File: config.mk
export PLATFORM = sky130hd
export DESIGN_NAME = reg_scoreboard_ctrl_flat
export DESIGN_NICKNAME = d
export VERILOG_FILES = /design/src/rtl/reg_scoreboard_ctrl_if.sv /design/src/rtl/reg_scoreboard_ctrl.sv /design/src/flat_wrapper.sv
export SDC_FILE = /design/constraint.sdc
export NUM_CORES = 1
export LEC_CHECK = 0
export CAP_MARGIN = 40
export CELL_PAD_IN_SITES_DETAIL_PLACEMENT = 0
export CELL_PAD_IN_SITES_GLOBAL_PLACEMENT = 1
export CORE_ASPECT_RATIO = 1.4
export CORE_MARGIN = 2
export CORE_UTILIZATION = 46
export CTS_CLUSTER_SIZE = 10
export DETAILED_ROUTE_END_ITERATION = 10
export PLACE_DENSITY = 0.79
export SKIP_CTS_REPAIR_TIMING = 1
export SLEW_MARGIN = 0
export SYNTH_ARGS = -nofsm -noshare
export SYNTH_HDL_FRONTEND = slang
export SYNTH_SLANG_ARGS = --single-unit
File: constraint.sdc
create_clock -name clk -period 2.95 [get_ports clk]
set_clock_uncertainty 0.05 [all_clocks]
set_input_delay 0.59 -clock clk [delete_from_list [all_inputs] [get_ports clk]]
set_output_delay 0.59 -clock clk [all_outputs]
set_load 0.01 [all_outputs]
File: src/rtl/reg_scoreboard_ctrl_if.sv
// ID-stage scoreboard bus: issue, load-completion and retire events in; stall/hazard/tag out.
// The slave modport is the scoreboard; the master modport is the pipeline side driving it.
interface reg_scoreboard_ctrl_if #(
    parameter int NREG  = 32,
    parameter int SEQ_W = 2
);
    logic             flush_i;
    logic [4:0]       src1_addr_i;
    logic             src1_used_i;
    logic [4:0]       src2_addr_i;
    logic             src2_used_i;
    logic             iss_valid_i;
    logic             iss_we_i;
    logic [4:0]       iss_dest_i;
    logic             iss_is_load_i;
    logic [SEQ_W-1:0] iss_seq_o;
    logic             ld_done_i;
    logic [4:0]       ld_done_dest_i;
    logic [SEQ_W-1:0] ld_done_seq_i;
    logic             ret_valid_i;
    logic             ret_we_i;
    logic [4:0]       ret_dest_i;
    logic             hz_src1_o;
    logic             hz_src2_o;
    logic             id_ready_go_o;
    logic [NREG-1:0]  pend_mask_o;

    modport slave (
        input  flush_i,
        input  src1_addr_i, src1_used_i, src2_addr_i, src2_used_i,
        input  iss_valid_i, iss_we_i, iss_dest_i, iss_is_load_i,
        input  ld_done_i, ld_done_dest_i, ld_done_seq_i,
        input  ret_valid_i, ret_we_i, ret_dest_i,
        output iss_seq_o, hz_src1_o, hz_src2_o, id_ready_go_o, pend_mask_o
    );

    modport master (
        output flush_i,
        output src1_addr_i, src1_used_i, src2_addr_i, src2_used_i,
        output iss_valid_i, iss_we_i, iss_dest_i, iss_is_load_i,
        output ld_done_i, ld_done_dest_i, ld_done_seq_i,
        output ret_valid_i, ret_we_i, ret_dest_i,
        input  iss_seq_o, hz_src1_o, hz_src2_o, id_ready_go_o, pend_mask_o
    );
endinterface

File: src/rtl/reg_scoreboard_ctrl.sv
// Register scoreboard / load-use interlock for the ID stage: counts in-flight GPR writers,
// tracks the youngest writer's tag and whether it is a load still waiting for its data.
module reg_scoreboard_ctrl #(
    parameter int NREG  = 32,
    parameter int CNT_W = 2,
    parameter int SEQ_W = 2
) (
    input  logic                  clk,
    input  logic                  resetn,
    reg_scoreboard_ctrl_if.slave  sb_if
);
    localparam int AW = 5;
    localparam logic [CNT_W-1:0] CNT_MAX = '1;

    logic [CNT_W-1:0] cnt_q     [NREG];
    logic [CNT_W-1:0] cnt_d     [NREG];
    logic             ld_pend_q [NREG];
    logic             ld_pend_d [NREG];
    logic [SEQ_W-1:0] ysq_q     [NREG];
    logic [SEQ_W-1:0] ysq_d     [NREG];
    logic [SEQ_W-1:0] seq_ctr_q;
    logic [SEQ_W-1:0] seq_ctr_d;

    logic            iss_wr;
    logic            ret_wr;
    logic [NREG-1:0] iss_hit;
    logic [NREG-1:0] ret_hit;
    logic [NREG-1:0] ld_hit;
    logic            dest_full;
    logic            hz_src1;
    logic            hz_src2;
    logic            id_ready_go;

    assign iss_wr = sb_if.iss_valid_i & sb_if.iss_we_i & (sb_if.iss_dest_i != '0);
    assign ret_wr = sb_if.ret_valid_i & sb_if.ret_we_i & (sb_if.ret_dest_i != '0);

    always_comb begin
        iss_hit = '0;
        ret_hit = '0;
        ld_hit  = '0;
        for (int r = 1; r < NREG; r++) begin
            iss_hit[r] = iss_wr && (sb_if.iss_dest_i == AW'(r));
            ret_hit[r] = ret_wr && (sb_if.ret_dest_i == AW'(r));
            // Only the youngest writer's completion may clear the load flag.
            ld_hit[r]  = sb_if.ld_done_i && (sb_if.ld_done_dest_i == AW'(r))
                         && (ysq_q[r] == sb_if.ld_done_seq_i);
        end
    end

    always_comb begin
        seq_ctr_d = seq_ctr_q + SEQ_W'(sb_if.iss_valid_i);
        for (int r = 0; r < NREG; r++) begin
            cnt_d[r]     = cnt_q[r];
            ld_pend_d[r] = ld_pend_q[r];
            ysq_d[r]     = ysq_q[r];
            if (iss_hit[r]) begin
                // Issue owns ysq/ld_pend; a same-cycle retire cancels the increment.
                ysq_d[r]     = seq_ctr_q;
                ld_pend_d[r] = sb_if.iss_is_load_i;
                if (!(ret_hit[r] && cnt_q[r] != '0) && cnt_q[r] != CNT_MAX) begin
                    cnt_d[r] = cnt_q[r] + CNT_W'(1);
                end
            end else if (ret_hit[r]) begin
                if (cnt_q[r] != '0) begin
                    cnt_d[r] = cnt_q[r] - CNT_W'(1);
                end
                if (ld_hit[r] || cnt_q[r] <= CNT_W'(1)) begin
                    ld_pend_d[r] = 1'b0;
                end
            end else if (ld_hit[r]) begin
                ld_pend_d[r] = 1'b0;
            end
        end
    end

    always_ff @(posedge clk) begin
        if (!resetn || sb_if.flush_i) begin
            seq_ctr_q <= '0;
            for (int r = 0; r < NREG; r++) begin
                cnt_q[r]     <= '0;
                ld_pend_q[r] <= 1'b0;
                ysq_q[r]     <= '0;
            end
        end else begin
            seq_ctr_q <= seq_ctr_d;
            for (int r = 0; r < NREG; r++) begin
                cnt_q[r]     <= cnt_d[r];
                ld_pend_q[r] <= ld_pend_d[r];
                ysq_q[r]     <= ysq_d[r];
            end
        end
    end

    // No same-cycle ld_done bypass: the consumer picks the value up from WB a cycle later.
    assign hz_src1 = sb_if.src1_used_i && (sb_if.src1_addr_i != '0)
                     && (cnt_q[sb_if.src1_addr_i] != '0) && ld_pend_q[sb_if.src1_addr_i];
    assign hz_src2 = sb_if.src2_used_i && (sb_if.src2_addr_i != '0)
                     && (cnt_q[sb_if.src2_addr_i] != '0) && ld_pend_q[sb_if.src2_addr_i];

    assign dest_full = sb_if.iss_we_i && (sb_if.iss_dest_i != '0)
                       && (cnt_q[sb_if.iss_dest_i] == CNT_MAX)
                       && !(ret_wr && (sb_if.ret_dest_i == sb_if.iss_dest_i));

    assign id_ready_go = !hz_src1 && !hz_src2 && !dest_full;

    assign sb_if.hz_src1_o     = hz_src1;
    assign sb_if.hz_src2_o     = hz_src2;
    assign sb_if.id_ready_go_o = id_ready_go;
    assign sb_if.iss_seq_o     = seq_ctr_q;

    always_comb begin
        sb_if.pend_mask_o = '0;
        for (int r = 1; r < NREG; r++) begin
            sb_if.pend_mask_o[r] = (cnt_q[r] != '0);
        end
    end

    // Pipeline protocol checks: no retire of an idle register, no issue while stalled.
    always_ff @(posedge clk) begin
        if (resetn && !sb_if.flush_i) begin
            assert (!ret_wr || cnt_q[sb_if.ret_dest_i] != '0);
            assert (!sb_if.iss_valid_i || id_ready_go);
        end
    end
endmodule

File: src/flat_wrapper.sv
// flat-port wrapper written by rule: the top's interface ports become plain ports
module reg_scoreboard_ctrl_flat 
#(
    parameter int NREG  = 32,
    parameter int CNT_W = 2,
    parameter int SEQ_W = 2
)
  (clk, resetn, sb_if_flush_i, sb_if_src1_addr_i, sb_if_src1_used_i, sb_if_src2_addr_i, sb_if_src2_used_i, sb_if_iss_valid_i, sb_if_iss_we_i, sb_if_iss_dest_i, sb_if_iss_is_load_i, sb_if_ld_done_i, sb_if_ld_done_dest_i, sb_if_ld_done_seq_i, sb_if_ret_valid_i, sb_if_ret_we_i, sb_if_ret_dest_i, sb_if_iss_seq_o, sb_if_hz_src1_o, sb_if_hz_src2_o, sb_if_id_ready_go_o, sb_if_pend_mask_o);
  reg_scoreboard_ctrl_if #(.NREG(NREG), .SEQ_W(SEQ_W)) sb_if_i ();
  input  logic clk;
  input  logic resetn;
  input wire logic [$bits(sb_if_i.flush_i)-1:0] sb_if_flush_i;
  input wire logic [$bits(sb_if_i.src1_addr_i)-1:0] sb_if_src1_addr_i;
  input wire logic [$bits(sb_if_i.src1_used_i)-1:0] sb_if_src1_used_i;
  input wire logic [$bits(sb_if_i.src2_addr_i)-1:0] sb_if_src2_addr_i;
  input wire logic [$bits(sb_if_i.src2_used_i)-1:0] sb_if_src2_used_i;
  input wire logic [$bits(sb_if_i.iss_valid_i)-1:0] sb_if_iss_valid_i;
  input wire logic [$bits(sb_if_i.iss_we_i)-1:0] sb_if_iss_we_i;
  input wire logic [$bits(sb_if_i.iss_dest_i)-1:0] sb_if_iss_dest_i;
  input wire logic [$bits(sb_if_i.iss_is_load_i)-1:0] sb_if_iss_is_load_i;
  input wire logic [$bits(sb_if_i.ld_done_i)-1:0] sb_if_ld_done_i;
  input wire logic [$bits(sb_if_i.ld_done_dest_i)-1:0] sb_if_ld_done_dest_i;
  input wire logic [$bits(sb_if_i.ld_done_seq_i)-1:0] sb_if_ld_done_seq_i;
  input wire logic [$bits(sb_if_i.ret_valid_i)-1:0] sb_if_ret_valid_i;
  input wire logic [$bits(sb_if_i.ret_we_i)-1:0] sb_if_ret_we_i;
  input wire logic [$bits(sb_if_i.ret_dest_i)-1:0] sb_if_ret_dest_i;
  output wire logic [$bits(sb_if_i.iss_seq_o)-1:0] sb_if_iss_seq_o;
  output wire logic [$bits(sb_if_i.hz_src1_o)-1:0] sb_if_hz_src1_o;
  output wire logic [$bits(sb_if_i.hz_src2_o)-1:0] sb_if_hz_src2_o;
  output wire logic [$bits(sb_if_i.id_ready_go_o)-1:0] sb_if_id_ready_go_o;
  output wire logic [$bits(sb_if_i.pend_mask_o)-1:0] sb_if_pend_mask_o;
  assign sb_if_i.flush_i = sb_if_flush_i;
  assign sb_if_i.src1_addr_i = sb_if_src1_addr_i;
  assign sb_if_i.src1_used_i = sb_if_src1_used_i;
  assign sb_if_i.src2_addr_i = sb_if_src2_addr_i;
  assign sb_if_i.src2_used_i = sb_if_src2_used_i;
  assign sb_if_i.iss_valid_i = sb_if_iss_valid_i;
  assign sb_if_i.iss_we_i = sb_if_iss_we_i;
  assign sb_if_i.iss_dest_i = sb_if_iss_dest_i;
  assign sb_if_i.iss_is_load_i = sb_if_iss_is_load_i;
  assign sb_if_i.ld_done_i = sb_if_ld_done_i;
  assign sb_if_i.ld_done_dest_i = sb_if_ld_done_dest_i;
  assign sb_if_i.ld_done_seq_i = sb_if_ld_done_seq_i;
  assign sb_if_i.ret_valid_i = sb_if_ret_valid_i;
  assign sb_if_i.ret_we_i = sb_if_ret_we_i;
  assign sb_if_i.ret_dest_i = sb_if_ret_dest_i;
  assign sb_if_iss_seq_o = sb_if_i.iss_seq_o;
  assign sb_if_hz_src1_o = sb_if_i.hz_src1_o;
  assign sb_if_hz_src2_o = sb_if_i.hz_src2_o;
  assign sb_if_id_ready_go_o = sb_if_i.id_ready_go_o;
  assign sb_if_pend_mask_o = sb_if_i.pend_mask_o;
  reg_scoreboard_ctrl #(.NREG(NREG), .CNT_W(CNT_W), .SEQ_W(SEQ_W)) u_core (.clk(clk), .resetn(resetn), .sb_if(sb_if_i));
endmodule
==> metrics.txt <==
# TYPE chip_impl_metric gauge
chip_impl_metric{name="hold_depth",unit=""} 2
chip_impl_metric{name="num_antenna_cells",unit=""} 0
chip_impl_metric{name="synth.lib_cells_used.distinct",unit=""} 65
chip_impl_metric{name="syn-cell-area",unit="sq um"} 11140
chip_impl_metric{name="number_of_antenna_violations_at_the_first_check_in_global_routing",unit=""} 0
chip_impl_metric{name="combinationalPowerShare",unit="%"} 11.8
chip_impl_metric{name="timing_max_transition_violations_final",unit=""} 0
chip_impl_metric{name="syn_to_final_growth",unit="%"} 28.49
chip_impl_metric{name="cts_buffer_depth",unit=""} 2
chip_impl_metric{name="synthArstFlopShare",unit="%"} 0
chip_impl_metric{name="cp_data_required_time",unit="ps"} 2310
chip_impl_metric{name="floorplan.initialDensity",unit="%"} 46.62
chip_impl_info{name="worst_reg2reg_startpoint",value="u_core.cnt_q[30][1]"} 1
chip_impl_info{name="yosys-top-cells-area",value="dfxtp_1 20%, edfxtp_1 12%, ha_1 11%"} 1
chip_impl_metric{name="post-route-period-util",unit="%"} 102.3
chip_impl_metric{name="synth_edf_count",unit=""} 45
chip_impl_metric{name="post-route-drc-count",unit=""} 0
chip_impl_metric{name="drtPass1Iterations",unit=""} 6
chip_impl_metric{name="power.static_leakage",unit="nW"} 6.429
chip_impl_metric{name="viasPerCell",unit=""} 5.528
chip_impl_info{name="final_cell_mix",value="201 x nor2_1, 197 x buf_4, 106 x dfxtp_1"} 1
chip_impl_metric{name="p_sw",unit="mW"} 1.314
chip_impl_metric{name="grt_usage",unit="%"} 29.04
chip_impl_metric{name="dp_hpwl",unit="um"} 27330
chip_impl_metric{name="overflow",unit=""} 0
chip_impl_info{name="timing.hold.worst.start",value="u_core.ysq_q[1][1]"} 1
chip_impl_metric{name="power_density",unit="nW/um^2"} 362.0
chip_impl_info{name="synthDominantAreaCellType",value="dfxtp_1"} 1
chip_impl_metric{name="number_of_global_route_vias_before_repair",unit=""} 9972
chip_impl_metric{name="relSlewSlack",unit="%"} 52.38
chip_impl_info{name="unrepaired_setup_endpoints_after_global_routing",value="true"} 1
chip_impl_metric{name="worst_r2r_path_depth",unit=""} 8
chip_impl_metric{name="p_int",unit="mW"} 3.867
chip_impl_metric{name="ys_seq_elements",unit=""} 157
chip_impl_metric{name="setup-violations-final",unit=""} 2
chip_impl_metric{name="irDropWorstVdd",unit="mV"} 0.4485
chip_impl_info{name="layout.cells.most_common",value="nor2_1"} 1
chip_impl_metric{name="routed-via-count",unit=""} 10060
chip_impl_metric{name="final_core_util",unit="%"} 59.90
chip_impl_metric{name="drt.antenna.violating_nets",unit=""} 0
chip_impl_metric{name="r2r_setup_slack",unit="ps"} 960
chip_impl_metric{name="period_needed",unit="ps"} 3019
chip_impl_metric{name="final_hold_viol_count",unit=""} 0
chip_impl_info{name="worstSetupStartpointType",value="input pin"} 1
chip_impl_info{name="synthFlopType",value="dfxtp_1"} 1
chip_impl_metric{name="share_of_yosys_cell_area_claimed_by_the_top_area_cell_type",unit="%"} 20.13
chip_impl_metric{name="yosysWarnings",unit=""} 0
chip_impl_info{name="run_status",value="finished with violations"} 1
chip_impl_info{name="crit_type",value="input pin to output pin"} 1
chip_impl_metric{name="worst_hold_margin",unit="ps"} 464.9
chip_impl_metric{name="fmaxAchievable",unit="GHz"} 0.3312
chip_impl_metric{name="htreeDepth",unit=""} 4
chip_impl_metric{name="rows",unit=""} 67
chip_impl_info{name="hold_path_endpoint",value="u_core.ysq_q[1][1]"} 1
chip_impl_metric{name="crit_fanout",unit=""} 6
chip_impl_metric{name="post_synth_inst_count",unit=""} 1265
chip_impl_metric{name="cp_data_arrival_time",unit="ps"} 2380
chip_impl_metric{name="synth_fp_nets",unit=""} 1397
chip_impl_info{name="crit-reg2reg-capture",value="u_core.cnt_q[30][0]"} 1
chip_impl_info{name="clockRootBuffer",value="clkbuf_16"} 1
chip_impl_metric{name="drive_gt1_share",unit="%"} 21.01
chip_impl_metric{name="drtIter0Drc",unit=""} 612
chip_impl_metric{name="die-area",unit="sq um"} 25490
chip_impl_metric{name="numClockSinks",unit=""} 157
chip_impl_info{name="worstHoldPathType",value="register to register"} 1
chip_impl_metric{name="postLayoutSetupSlackWorst",unit="ps"} -69.07
chip_impl_metric{name="clock_buffer_count_from_cts",unit=""} 17
chip_impl_metric{name="worst_slew_pin_slew",unit="ps"} 714.3
chip_impl_metric{name="nNetsFinal",unit=""} 1628
chip_impl_metric{name="fin_tns_setup",unit="ps"} -80.50
chip_impl_metric{name="grt_max_degree",unit=""} 59
chip_impl_metric{name="seq_power_share",unit="%"} 43.7
chip_impl_metric{name="finalWirelength",unit="um"} 36630
chip_impl_metric{name="detail_route.wl_per_cell",unit="um"} 20.14
chip_impl_metric{name="die-height",unit="um"} 188.1
chip_impl_info{name="endpoint_kind",value="output pin"} 1
chip_impl_metric{name="io_buffer_count",unit=""} 73
chip_impl_info{name="clock_tree_from_tritoncts",value="yes"} 1
chip_impl_metric{name="syn-mean-instance-area",unit="sq um"} 8.805
chip_impl_metric{name="clockPowerShare",unit="%"} 44.5
chip_impl_metric{name="chipWidth",unit="um"} 135.5
chip_impl_metric{name="max_capacitance_violation_count",unit=""} 0
chip_impl_metric{name="clk_pin_slew",unit="ps"} 60
chip_impl_metric{name="gpl_wtd_cong",unit=""} 0.9285
chip_impl_metric{name="core",unit="sq um"} 23890
chip_impl_metric{name="clock_insertion_delay_worst_skew",unit="ps"} 450
chip_impl_metric{name="numPlacedInstances",unit=""} 1781
chip_impl_metric{name="swShare",unit="%"} 25.35
chip_impl_metric{name="pin_count",unit=""} 75
chip_impl_info{name="failed_checks",value="setup timing"} 1
chip_impl_metric{name="yosysSeqAreaShare",unit="%"} 32.26
chip_impl_metric{name="layoutNonFillerInstCount",unit=""} 1819
chip_impl_metric{name="grt_pass1_wl",unit="um"} 55710
## power groups by stage
stage | Combinational [mW] | Sequential [mW] | Clock [mW]
after detailed placement | 0.570 | 2.31 | 0
after global routing | 0.645 | 2.26 | 2.41
after floorplan | 0.292 | 2.31 | 0
final | 0.610 | 2.26 | 2.31
after CTS | 0.573 | 2.26 | 2.32
after global placement | 0.567 | 2.31 | 0
## metrics by stage
stage | setup WS, ps | instance area (sq um) | total power [mW]
2_1_floorplan | 233.2 | 11140 | 2.598
3_3_place_gp | -780.3 | 13490 | 2.876
3_5_place_dp | -789.5 | 13490 | 2.880
4_1_cts | -792.0 | 14090 | 5.156
5_1_grt | -116.4 | 14310 | 5.317
6_report | -69.07 | 14310 | 5.181
## final cells by class
type                    instances  area [sq um]
flip-flops and latches        157          3603
fillers                      2141          9580
well taps                     310         387.9
inverters                      96         360.3
multi-input cells             937          6885
clock buffers                  20         456.7
clock inverters                12         143.9
repair buffers                287          2474
## worst max-delay path, stage by stage
cell	delay, ps
dlymetal6s2s_1	180
buf_6	160
nand3_1	80
o31ai_1	70
mux4_2	460
a211o_1	330
a311oi_2	320
buf_2	180
## cells in the mapped netlist, drive strengths merged, types with 8 or more instances
| cell | n |
|---|---|
| a21oi | 20 |
| a31oi | 8 |
| and2 | 8 |
| buf | 36 |
| clkbuf | 39 |
| dfxtp | 112 |
| edfxtp | 45 |
| ha | 94 |
| inv | 96 |
| mux2i | 99 |
| nand2 | 24 |
| nand2b | 10 |
| nand3 | 52 |
| nand4 | 19 |
| nor2 | 203 |
| nor2b | 13 |
| nor3 | 53 |
| o211ai | 11 |
| o21ai | 62 |
| o31ai | 10 |
| o41ai | 21 |
| or2 | 10 |
| or3 | 21 |
| xnor2 | 44 |
| xor2 | 78 |
## how the worst max path moves through the flow
stage / slack, ps / to / depth (start not counted) / start
after floorplan: 230 / sb_if_id_ready_go_o / 7 / sb_if_src2_addr_i[2]
after global placement: -780 / sb_if_id_ready_go_o / 8 / sb_if_iss_dest_i[1]
after detailed placement: -790 / sb_if_id_ready_go_o / 8 / sb_if_iss_dest_i[1]
after CTS: -790 / sb_if_id_ready_go_o / 9 / sb_if_src2_addr_i[1]
after global routing: -120 / sb_if_id_ready_go_o / 10 / sb_if_src2_addr_i[1]
final: -70 / sb_if_id_ready_go_o / 8 / sb_if_iss_dest_i[1]
## sequential cells by signal (all words and copies together) (netlist names)
register,flops
u_core.cnt_q,62
u_core.ysq_q,62
u_core.ld_pend_q,31
u_core.sb_if.iss_seq_o,2
## kinds of logic (layout without fill, tap and decap cells)
group           Yosys count  in the layout  share of synthesized area (%)
simple gates            434            434                          19.70
compound gates          178            178                          10.65
xor+xnor                122            122                          9.593
mux                     108            108                          10.51
fa+ha+maj                94             94                          10.56
buf+inv                 171            415                          6.684
other cells               1              1                        0.03367
flops                   157            157                          32.26
## layer usage
layer / vias up / wire [um] / GRT usage [%]
met5: - / 0 / 0
met4: 0 / 2033 / 16.11
met3: 94 / 1654 / 4.785
met2: 259 / 17770 / 48.69
met1: 4856 / 15170 / 35.12
li1: 4846 / - / -
(Power assumes the default switching activity.)
